[config.mk]
export PLATFORM = sky130hd
export DESIGN_NAME = uart_cmd_parser
export DESIGN_NICKNAME = d
export VERILOG_FILES = /design/src/rtl/uart_cmd_parser_pkg.sv /design/src/rtl/uart_cmd_echo.sv /design/src/rtl/uart_cmd_parser.sv
export SDC_FILE = /design/constraint.sdc
export NUM_CORES = 1
export LEC_CHECK = 0
export CELL_PAD_IN_SITES_DETAIL_PLACEMENT = 1
export CELL_PAD_IN_SITES_GLOBAL_PLACEMENT = 1
export CORE_AREA = 8 8 98 100
export DETAILED_ROUTE_END_ITERATION = 10
export DIE_AREA = 0 0 106 108
export GPL_ROUTABILITY_DRIVEN = 0
export PLACE_DENSITY = 0.72
export SLEW_MARGIN = 30
export SYNTH_ARGS = -nofsm -noshare
export SYNTH_HDL_FRONTEND = slang
export SYNTH_SLANG_ARGS = --single-unit
export TNS_END_PERCENT = 100
[constraint.sdc]
create_clock -name clk -period 4.37 [get_ports clk]
set_clock_uncertainty 0.15 [all_clocks]
set_input_delay 0.6555 -clock clk [delete_from_list [all_inputs] [get_ports clk]]
set_output_delay 0.6555 -clock clk [all_outputs]
set_load 0.01 [all_outputs]
[src/rtl/uart_cmd_parser_pkg.sv]
// Shared definitions for the UART calculator command parser.
//  - opcode and error code values driven on cmd_op / err_code
//  - ASCII constants for the frame grammar "OP SP D D [SP D D]"
//  - FSM state encoding
//  - helpers: opcode decode and 2-digit decimal to binary conversion
package uart_cmd_parser_pkg;

    localparam logic [2:0] OP_ADD  = 3'd0;   // '+'
    localparam logic [2:0] OP_SUB  = 3'd1;   // '-'
    localparam logic [2:0] OP_MUL  = 3'd2;   // '*'
    localparam logic [2:0] OP_DIV  = 3'd3;   // '/'
    localparam logic [2:0] OP_SQRT = 3'd4;   // 'S', unary

    localparam logic [1:0] ERR_NONE    = 2'd0;
    localparam logic [1:0] ERR_SYNTAX  = 2'd1;
    localparam logic [1:0] ERR_TIMEOUT = 2'd2;
    localparam logic [1:0] ERR_OVERRUN = 2'd3;

    localparam logic [7:0] ASC_PLUS  = 8'h2B;
    localparam logic [7:0] ASC_MINUS = 8'h2D;
    localparam logic [7:0] ASC_STAR  = 8'h2A;
    localparam logic [7:0] ASC_SLASH = 8'h2F;
    localparam logic [7:0] ASC_S     = 8'h53;
    localparam logic [7:0] ASC_SP    = 8'h20;
    localparam logic [7:0] ASC_CR    = 8'h0D;
    localparam logic [7:0] ASC_LF    = 8'h0A;
    localparam logic [7:0] ASC_0     = 8'h30;
    localparam logic [7:0] ASC_9     = 8'h39;

    typedef enum logic [2:0] {
        S_OP  = 3'd0,
        S_SP1 = 3'd1,
        S_A1  = 3'd2,
        S_A0  = 3'd3,
        S_SP2 = 3'd4,
        S_B1  = 3'd5,
        S_B0  = 3'd6
    } state_e;

    // {hit, opcode}; hit=0 for any byte that is not an operator
    function automatic logic [3:0] op_decode(input logic [7:0] c);
        case (c)
            ASC_PLUS:  return {1'b1, OP_ADD};
            ASC_MINUS: return {1'b1, OP_SUB};
            ASC_STAR:  return {1'b1, OP_MUL};
            ASC_SLASH: return {1'b1, OP_DIV};
            ASC_S:     return {1'b1, OP_SQRT};
            default:   return 4'b0;
        endcase
    endfunction

    // hi*10 + lo without a multiplier; max 99 fits in 7 bits
    function automatic logic [6:0] dec2(input logic [3:0] hi, input logic [3:0] lo);
        logic [6:0] h;
        h = {3'b0, hi};
        return (h << 3) + (h << 1) + {3'b0, lo};
    endfunction

endpackage

[src/rtl/uart_cmd_echo.sv]
// One-deep valid/ready byte buffer used to echo received bytes to uart_tx.
// A byte is captured when the buffer is empty or draining in the same cycle;
// otherwise it is dropped (no backpressure toward the receiver).
// Ports:
//  clk, reset           clock, synchronous active-high reset
//  in_valid, in_data    byte strobe from the receiver
//  out_valid, out_data  buffered byte toward uart_tx
//  out_ready            uart_tx accepts the buffered byte
module uart_cmd_echo (
    input  logic       clk,
    input  logic       reset,
    input  logic       in_valid,
    input  logic [7:0] in_data,
    output logic       out_valid,
    output logic [7:0] out_data,
    input  logic       out_ready
);

    always_ff @(posedge clk) begin
        if (reset) begin
            out_valid <= 1'b0;
            out_data  <= 8'h00;
        end else if (in_valid && (!out_valid || out_ready)) begin
            out_valid <= 1'b1;
            out_data  <= in_data;
        end else if (out_valid && out_ready) begin
            out_valid <= 1'b0;
        end
    end

endmodule

[src/rtl/uart_cmd_parser.sv]
// UART calculator command parser.
// Turns the uart_rx byte stream into commands "OP SP D D [SP D D]" for the
// CPU, holding one command until the CPU accepts it. Flags syntax errors,
// inter-byte timeouts inside a frame and command overrun.
// Optional feature: define CMD_ECHO_EN to echo every received byte through
// a one-deep buffer on tx_valid/tx_data/tx_ready.
// Ports:
//  clk, reset               clock, synchronous active-high reset
//  rx_valid, rx_data        one-cycle byte strobe from uart_rx
//  cmd_valid, cmd_ready     held command handshake with the CPU
//  cmd_op, cmd_a, cmd_b     opcode and operands (cmd_b=0 for SQRT)
//  err_valid, err_code      one-cycle error pulse, last error code held
//  tx_valid, tx_data,       echo stream (CMD_ECHO_EN only)
//  tx_ready
module uart_cmd_parser
    import uart_cmd_parser_pkg::*;
#(
    parameter int TIMEOUT_CYCLES = 50000
) (
    input  logic       clk,
    input  logic       reset,
    input  logic       rx_valid,
    input  logic [7:0] rx_data,
    output logic       cmd_valid,
    input  logic       cmd_ready,
    output logic [2:0] cmd_op,
    output logic [6:0] cmd_a,
    output logic [6:0] cmd_b,
    output logic       err_valid,
    output logic [1:0] err_code
`ifdef CMD_ECHO_EN
    ,
    output logic       tx_valid,
    output logic [7:0] tx_data,
    input  logic       tx_ready
`endif
);

    localparam int TW = $clog2(TIMEOUT_CYCLES);

    state_e        state, state_nxt;
    logic [TW-1:0] to_cnt;
    logic [2:0]    op_q;
    logic [3:0]    hi_q;
    logic [6:0]    a_q;

    logic [3:0]    op_dec;
    logic          is_digit;
    logic [3:0]    digit;
    logic          timeout_hit;
    logic          commit;
    logic          load;
    logic          err;
    logic [1:0]    err_code_nxt;
    logic [6:0]    new_a;
    logic [6:0]    new_b;

    assign op_dec   = op_decode(rx_data);
    assign is_digit = (rx_data >= ASC_0) && (rx_data <= ASC_9);
    // '0'..'9' are 0x30..0x39, so the low nibble is already the digit value
    assign digit    = rx_data[3:0];

    // A byte arriving in the expiry cycle wins over the timeout
    assign timeout_hit = (state != S_OP) && !rx_valid &&
                         (to_cnt == TW'(TIMEOUT_CYCLES - 1));

    assign new_a = (state == S_A0) ? dec2(hi_q, digit) : a_q;
    assign new_b = (state == S_B0) ? dec2(hi_q, digit) : 7'd0;

    always_ff @(posedge clk) begin
        if (reset) state <= S_OP;
        else       state <= state_nxt;
    end

    always_comb begin
        state_nxt    = state;
        commit       = 1'b0;
        err          = 1'b0;
        err_code_nxt = ERR_NONE;
        if (timeout_hit) begin
            err          = 1'b1;
            err_code_nxt = ERR_TIMEOUT;
            state_nxt    = S_OP;
        end else if (rx_valid) begin
            err          = 1'b1;   // cleared below by every accepted byte
            err_code_nxt = ERR_SYNTAX;
            state_nxt    = S_OP;
            case (state)
                S_OP: begin
                    if (op_dec[3]) begin
                        err = 1'b0; state_nxt = S_SP1;
                    end else if (rx_data == ASC_SP || rx_data == ASC_CR || rx_data == ASC_LF) begin
                        err = 1'b0; state_nxt = S_OP;
                    end
                end
                S_SP1: if (rx_data == ASC_SP) begin err = 1'b0; state_nxt = S_A1; end
                S_A1:  if (is_digit)          begin err = 1'b0; state_nxt = S_A0; end
                S_A0: begin
                    if (is_digit) begin
                        err = 1'b0;
                        if (op_q == OP_SQRT) begin
                            commit = 1'b1; state_nxt = S_OP;
                        end else begin
                            state_nxt = S_SP2;
                        end
                    end
                end
                S_SP2: if (rx_data == ASC_SP) begin err = 1'b0; state_nxt = S_B1; end
                S_B1:  if (is_digit)          begin err = 1'b0; state_nxt = S_B0; end
                S_B0:  if (is_digit)          begin err = 1'b0; commit = 1'b1; state_nxt = S_OP; end
                default: ;
            endcase
            if (!err) err_code_nxt = ERR_NONE;
            // A held command that is not being accepted this cycle blocks the new one
            if (commit && cmd_valid && !cmd_ready) begin
                err          = 1'b1;
                err_code_nxt = ERR_OVERRUN;
            end
        end
    end

    assign load = commit && !(cmd_valid && !cmd_ready);

    always_ff @(posedge clk) begin
        if (reset) begin
            op_q      <= OP_ADD;
            hi_q      <= 4'd0;
            a_q       <= 7'd0;
            cmd_valid <= 1'b0;
            cmd_op    <= 3'd0;
            cmd_a     <= 7'd0;
            cmd_b     <= 7'd0;
            err_valid <= 1'b0;
            err_code  <= ERR_NONE;
            to_cnt    <= '0;
        end else begin
            // Frame scratch registers; stale contents after an error are never used
            if (rx_valid) begin
                if (state == S_OP && op_dec[3])          op_q <= op_dec[2:0];
                if (state == S_A1 || state == S_B1)      hi_q <= digit;
                if (state == S_A0)                       a_q  <= new_a;
            end

            if (load) begin
                cmd_valid <= 1'b1;
                cmd_op    <= op_q;
                cmd_a     <= new_a;
                cmd_b     <= new_b;
            end else if (cmd_valid && cmd_ready) begin
                cmd_valid <= 1'b0;
            end

            err_valid <= err;
            if (err) err_code <= err_code_nxt;

            if (rx_valid || state == S_OP || timeout_hit) to_cnt <= '0;
            else                                          to_cnt <= to_cnt + 1'b1;
        end
    end

`ifdef CMD_ECHO_EN
    uart_cmd_echo u_echo (
        .clk       (clk),
        .reset     (reset),
        .in_valid  (rx_valid),
        .in_data   (rx_data),
        .out_valid (tx_valid),
        .out_data  (tx_data),
        .out_ready (tx_ready)
    );
`endif

endmodule

==> impl_results.md, run 1 <==
- CP max stage delay: 0.62 ns
- Critical path class: input port to flop
- Core area: 8051 um^2
- Worst Min Path Start: a_q[1]
- Total of max-cap violations: 0
- Wirelength, routed: 7046 um
- Slew headroom: between 60% and 70%
- Die X: 106 um
- Hold WC Path Type: flop to flop
- VDD IR max: about 0.00015 V
- Clock buffer count from CTS: 5
- Flop pwr share: between 50% and 60%
- Inserted Diodes: 0
- Routed vias: around 2300
- GRT Residual Overflow: 0
- # DRC: 0
- Largest net degree at the start of global routing: 30
- Switching share of total power: about a quarter
- Commonest cells in the synthesized netlist: dfxtp_1, nor2_1, nand2_1, a21oi_1, nand3_1
- Synth area leader: dfxtp_1
- Crit path from: rx_data[3]
- Slack of the critical path: between 1 and 1.5 ns
- Post-DRT Antenna Nets: 0
- Most used DFF post-synth: dfxtp_1
- Peak Freq: approximately 0.33 GHz
- Hold buffers post-CTS: 0
- Top post-synthesis cells by area: dfxtp_1, nor2_1, nand2_1
- Count leader, synth: dfxtp_1
- Synth top area share: 39.40%
- Final Setup Violations: 0
- Sequential area share after synthesis: between 30% and 40%
- Setup TNS: 0 ns
- Root Buffer: clkbuf_8
- H-tree depth: 2
- Synthesized net count: between 300 and 400
- CP most frequent cell: fa_1
- Least-Margin Pin Slew: 0.5671 ns
- Area grow syn2layout: 17.83%
- CP bufs+invs: 2
- Vias in the first global route: between 2000 and 2500
- Placement Cell Area: about 3100 um^2
- Cell count after synthesis: between 300 and 400
- Wirelength per Cell: between 15 and 20 um
- Startpoint Class: input port
- Critical R2R Launch: hi_q[0]
- Data arrival, critical path: between 3 and 4 ns
- Mapped Avg Cell Area: 8.548 um^2
- Yosys warns: 0
- Global-route wire length before repair: about 12000 um
- Non-Filler Cell Area, Final: 3233 um^2
- Clock sinks: 54
- Initial antenna violation count: 0
- Fin. Hold Viols: 0
- 1st-iter DRT viols: 64
- Clock tree buffer depth: 2
- Layout cell share with drive strength beyond 1: 6.052%
- CTS tree: yes
- Tcrit/Tclk final: between 60% and 70%
- Clock Power Share: around a third
- IO Pins: 33
- Yosys cell types: 54
- Post-cts resize count: 0
- Power share of the combinational group: under 10%
- Fin nets: between 300 and 400
- Post-synth EDFFs: 0
- Crit path cell chain: clkdlybuf4s50_1 > fa_1 > inv_1 > fa_1 > nor2b_1 > o21a_1 > or3_1 > nand3_1 > a311oi_1
- Number of port buffers: 32
- Worst-path clk slew: ~0.11 ns
- Routed vias/inst: 5.157
- CP Max Fanout: 5
- Pint: 633.6 uW
- Worst EP required: about 4.5 ns
- Slowest cell on the critical path: fa_1
- PwrDens: around 260 nW/um^2
- Pre-CTS setup slack: 0.9768 ns
- Fin. max-slew vios: 0
- Hold slack: roughly 0.31 ns
- Netlist Area Pre-Place: 2744 um^2
- Static Leak: about 1.1 nW
- Min cycle time layout: 3.042 ns
- Asr flop ratio synth: 0%
- RSZ-0062 raised after global routing: no
- Crit end category: flop
- Die area: ~11000 um^2
- CP delay by family, top: adder cells
- HPWL Detailed: roughly 5300 um
- Sw Pwr: 207.7 uW
- Die Y: between 100 and 150 um
- Row count: 33
- Initial Util: about a third
- Setup bufs post-CTS: 0
- Tot GR Track Use: between 10% and 20%
- Clk Latency, worst-skew pair: between 0.3 and 0.4 ns
- Outcome: finished clean
- First-pass DRT Iterations: 4
- Synthesis-stage register bit count: 54
layout by cell type, fill, tap and decap left out, types with 2 or more instances in the layout:
cell	count
dfxtp_1	54
nor2_1	49
nand2_1	32
clkdlybuf4s50_1	32
a21oi_1	21
nand3_1	18
mux2i_1	11
nand2b_1	10
inv_1	9
xnor2_1	9
xor2_1	8
ha_1	8
nor3_1	7
a311oi_1	5
clkbuf_8	5
or4_1	4
nand4_1	4
nor2b_1	3
o21ai_0	3
nand3b_1	3
o21ai_1	3
nor4b_1	3
a211oi_1	3
or3_1	2
and3b_1	2
and4b_1	2
or2_2	2
a31oi_1	2
and3_1	2
o311a_1	2
fa_1	2
buf_4	2
cell families (layout without fill, tap and decap cells):
group                    count (synthesis)  count (layout)  share of synthesized area (%)
flip-flops                              54              54                          39.40
AO/OA/AOI/OAI                           49              49                          12.31
AND/OR/NAND/NOR                        155             155                          29.82
multiplexers                            11              11                          4.013
adder cells (fa/ha/maj)                 10              10                          5.107
XOR/XNOR                                17              17                          5.427
buffers and inverters                   25              51                          3.921
metrics by stage:
| stage | std cells | util [%] | power, mW |
|---|---|---|---|
| global route | 452 | 40.16 | 0.8761 |
| CTS | 452 | 40.16 | 0.8544 |
| floorplan | 321 | - | 0.5367 |
| detailed placement | 444 | 39.04 | 0.5619 |
| global placement | 444 | 39.04 | 0.5609 |
| finish | 452 | 40.16 | 0.8413 |
final timing paths:
kind                                  to  slack [ns]  cells after the start
worst max-delay path            cmd_a[6]        1.33                      9
worst max register to register  cmd_a[6]        1.93                      8
worst min-delay path              a_q[1]        0.31                      2
worst min register to register    a_q[1]        0.31                      2
metal layers:
metal / part of all wire (%) / GRT usage [%] / vias up
met2: 50 / 23.10 / 28
met4: 1.3 / 3.417 / 0
li1: - / - / 1168
met5: 0 / 0 / -
met1: 46 / 14.43 / 1127
met3: 2.9 / 2.915 / 8
tightest hold or removal path, delay by kind of cell, from the launching register on:
family	cells	cell delay, ns
AO/OA/AOI/OAI	1	0.05
flip-flops	1	0.32
AND/OR/NAND/NOR	1	0.05
final cells by class:
cell class | instances | area (um^2)
Fill cell | 974 | 4818
Inverter | 9 | 33.78
Clock buffer | 6 | 72.57
Clock inverter | 2 | 17.52
Sequential cell | 54 | 1081
Tap cell | 105 | 131.4
Multi-Input combinational cell | 242 | 1562
Timing Repair Buffer | 34 | 335.3
flip-flops by register name, summed over array words and instances, names as in the netlist, 3 cells and up:
signal and cells:
a_q 7, cmd_a 7, cmd_b 7, cmd_op 3
hi_q 4, op_q 3, state 3, to_cnt 16
power groups by stage:
stage / Sequential (mW) / Clock [mW] / Combinational, mW
final: 0.497 / 0.292 / 0.0530
after global routing: 0.497 / 0.320 / 0.0586
after CTS: 0.497 / 0.304 / 0.0540
after detailed placement: 0.508 / 0 / 0.0538
after global placement: 0.508 / 0 / 0.0530
after floorplan: 0.507 / 0 / 0.0294
Power figures use the tool's default switching activity.
==> inputs of run 2 (changes only) <==
- clock period: 4.37 -> 2.8 ns (I/O delays scaled with it)
==> run 2 against run 1 <==
  * First-iteration DRC count fell by 4.7%
  * Clock power rose by 92%
  * Cell area rose by 4.0%
  * Final cell count rose by 2.4%
==> impl_results.md, run 2 (synthesis gave the netlist of run 1 again) <==
- Outcome: finished clean
- Worst-path clk slew: 0.10 ns (about the same)
- Hold WC Path Type: flop to flop
- Core area: 8051 um^2 (unchanged)
- Least-Margin Pin Slew: 0.5568 ns (-0.01030 ns)
- Routed vias/inst: 5.145 (-0.24%)
- Power Total: 1.425 mW (+69%)
- Static Leak: 1.147 nW (+7.3%)
- Sw Pwr: 318.4 uW (+53%)
- Largest register FFs: 16 (unchanged)
- PwrDens: 423.8 nW/um^2 (+63%)
- Row count: 33 (unchanged)
- Peak Freq: a little under 0.4 GHz
- VDD IR max: 0.0002835 V (+94%)
- Initial antenna violation count: 0 (unchanged)
- Hold slack: 0.3206 ns (+0.007732 ns)
- Setup bufs post-CTS: 0 (unchanged)
- First-pass DRT Iterations: 5 (+1)
- Die area: 11450 um^2 (unchanged)
- Die Y: 108 um (unchanged)
- Global-route wire length before repair: 12470 um (+4.9%)
- RSZ-0062 raised after global routing: no
- Most common cell after layout, fill and taps aside: dfxtp_1
- Flop pwr share: 54.4% (-4.6 points)
- Startpoint Class: input port
- Tot GR Track Use: 13.20% (+0.57 points)
- Total of max-cap violations: 0 (unchanged)
- Clock tree buffer depth: 2 (unchanged)
- Routed vias: 2382 (+2.2%)
- Tcrit/Tclk final: between 80% and 90%
- Non-Filler Cell Area, Final: 3362 um^2 (+4.0%)
- Clock sinks: 54 (unchanged)
- Pint: 1.106 mW (+75%)
- Inserted Diodes: 0 (unchanged)
- Power share of the combinational group: 6.2% (about the same)
- Layout cell share with drive strength beyond 1: 9.218% (+3.2 points)
- Area grow syn2layout: 22.53%
- CP Max Fanout: 7 (+2)
- Switching share of total power: 22.35% (-2.3 points)
- Clock buffer count from CTS: 5 (unchanged)
- Largest net degree at the start of global routing: 35 (+17%)
- IO Pins: 33 (unchanged)
- Wirelength, routed: 7187 um (+2.0%)
- Largest Register: to_cnt
- Number of port buffers: 32 (unchanged)
- HPWL Detailed: 5413 um (+2.1%)
- Post-DRT Antenna Nets: 0 (unchanged)
- Fin nets: 379 (+3.0%)
- Wirelength per Cell: 15.52 um (-0.42%)
- Fin. max-slew vios: 0 (unchanged)
- Crit end category: flop
- Clk Latency, worst-skew pair: 0.31 ns (about the same)
- Final Setup Violations: 0 (unchanged)
- Min cycle time layout: between 2 and 3 ns
- Worst EP required: 2.87 ns (-1.58 ns)
- Fin. Hold Viols: 0 (unchanged)
- Placement Cell Area: 3238 um^2 (+3.0%)
- H-tree depth: 2 (unchanged)
- Die X: 106 um (unchanged)
- Clock Power Share: 39.4% (+4.7 points)
- 1st-iter DRT viols: 61 (-4.7%)
- Vias in the first global route: 2457 (+0.12%)
- Root Buffer: clkbuf_8
- Data arrival, critical path: 2.59 ns (-0.53 ns)
- Initial Util: 34.08% (unchanged)
- Most frequent cells in the layout: dfxtp_1, nor2_1, nand2_1
- Critical path class: input port to flop
- # DRC: 0 (unchanged)
- GRT Residual Overflow: 0 (unchanged)
- CTS tree: yes
- Slew headroom: 62.74% (+0.60 points)
==> run 2: layer usage <==
metal | track usage (%) | share of wire, %
met3 | 2.499 | 2.9
met5 | 0 | 0
met1 | 16.40 | 46
met4 | 2.814 | 0.97
met2 | 23.24 | 50
==> run 2: worst max-delay path, cell delays in order <==
cell and delay, ns:
clkdlybuf4s50_1 0.60, ha_1 0.19, ha_1 0.17, inv_1 0.06, fa_1 0.38, nor2b_1 0.15, o21a_1 0.13, or3_1 0.15
nand3_1 0.08, a311oi_1 0.25
==> run 2: path summary, 6_finish.rpt <==
path | from | endpoint | slack, ns | cells past startpoint
min | a_q[5] | a_q[5] | 0.32 | 2
max reg2reg | hi_q[2] | cmd_a[5] | 0.36 | 8
min reg2reg | a_q[5] | a_q[5] | 0.32 | 2
max | rx_data[1] | cmd_a[6] | 0.28 | 10
==> run 2: per-stage QoR <==
| stage | utilization, % | setup TNS [ns] | std cells | setup WS [ns] |
|---|---|---|---|---|
| after global placement | 40.22 | -0.8523 | 455 | -0.1559 |
| final | 41.76 | 0 | 463 | 0.2827 |
| after detailed placement | 40.22 | -1.365 | 455 | -0.2506 |
| after CTS | 41.72 | 0 | 463 | 0.03172 |
| after floorplan | - | 0 | 321 | 0.4483 |
| after global routing | 41.76 | 0 | 463 | 0.1082 |
==> run 2: repair_timing <==
| item | CTS | global route |
|---|---|---|
| gates resized for setup | 0 | 1 |
| endpoints found under the setup margin | 0 | 2 |
| hold buffers | 0 | 0 |
==> run 2: power by group through the flow <==
stage	clock network [mW]	logic [mW]	registers, mW
after floorplan	0	0.0458	0.792
after global placement	0	0.0877	0.793
after detailed placement	0	0.0899	0.793
after CTS	0.578	0.0904	0.775
after global routing	0.613	0.0976	0.776
final	0.561	0.0886	0.775
==> run 2: final cells by class <==
class                   instances  area, um^2
clock buffers                   6       82.58
clock inverters                 2       38.79
fillers                       968        4690
inverters                       9       33.78
multi-input cells             242        1562
flip-flops and latches         54        1081
well taps                     105       131.4
repair buffers                 45       432.9
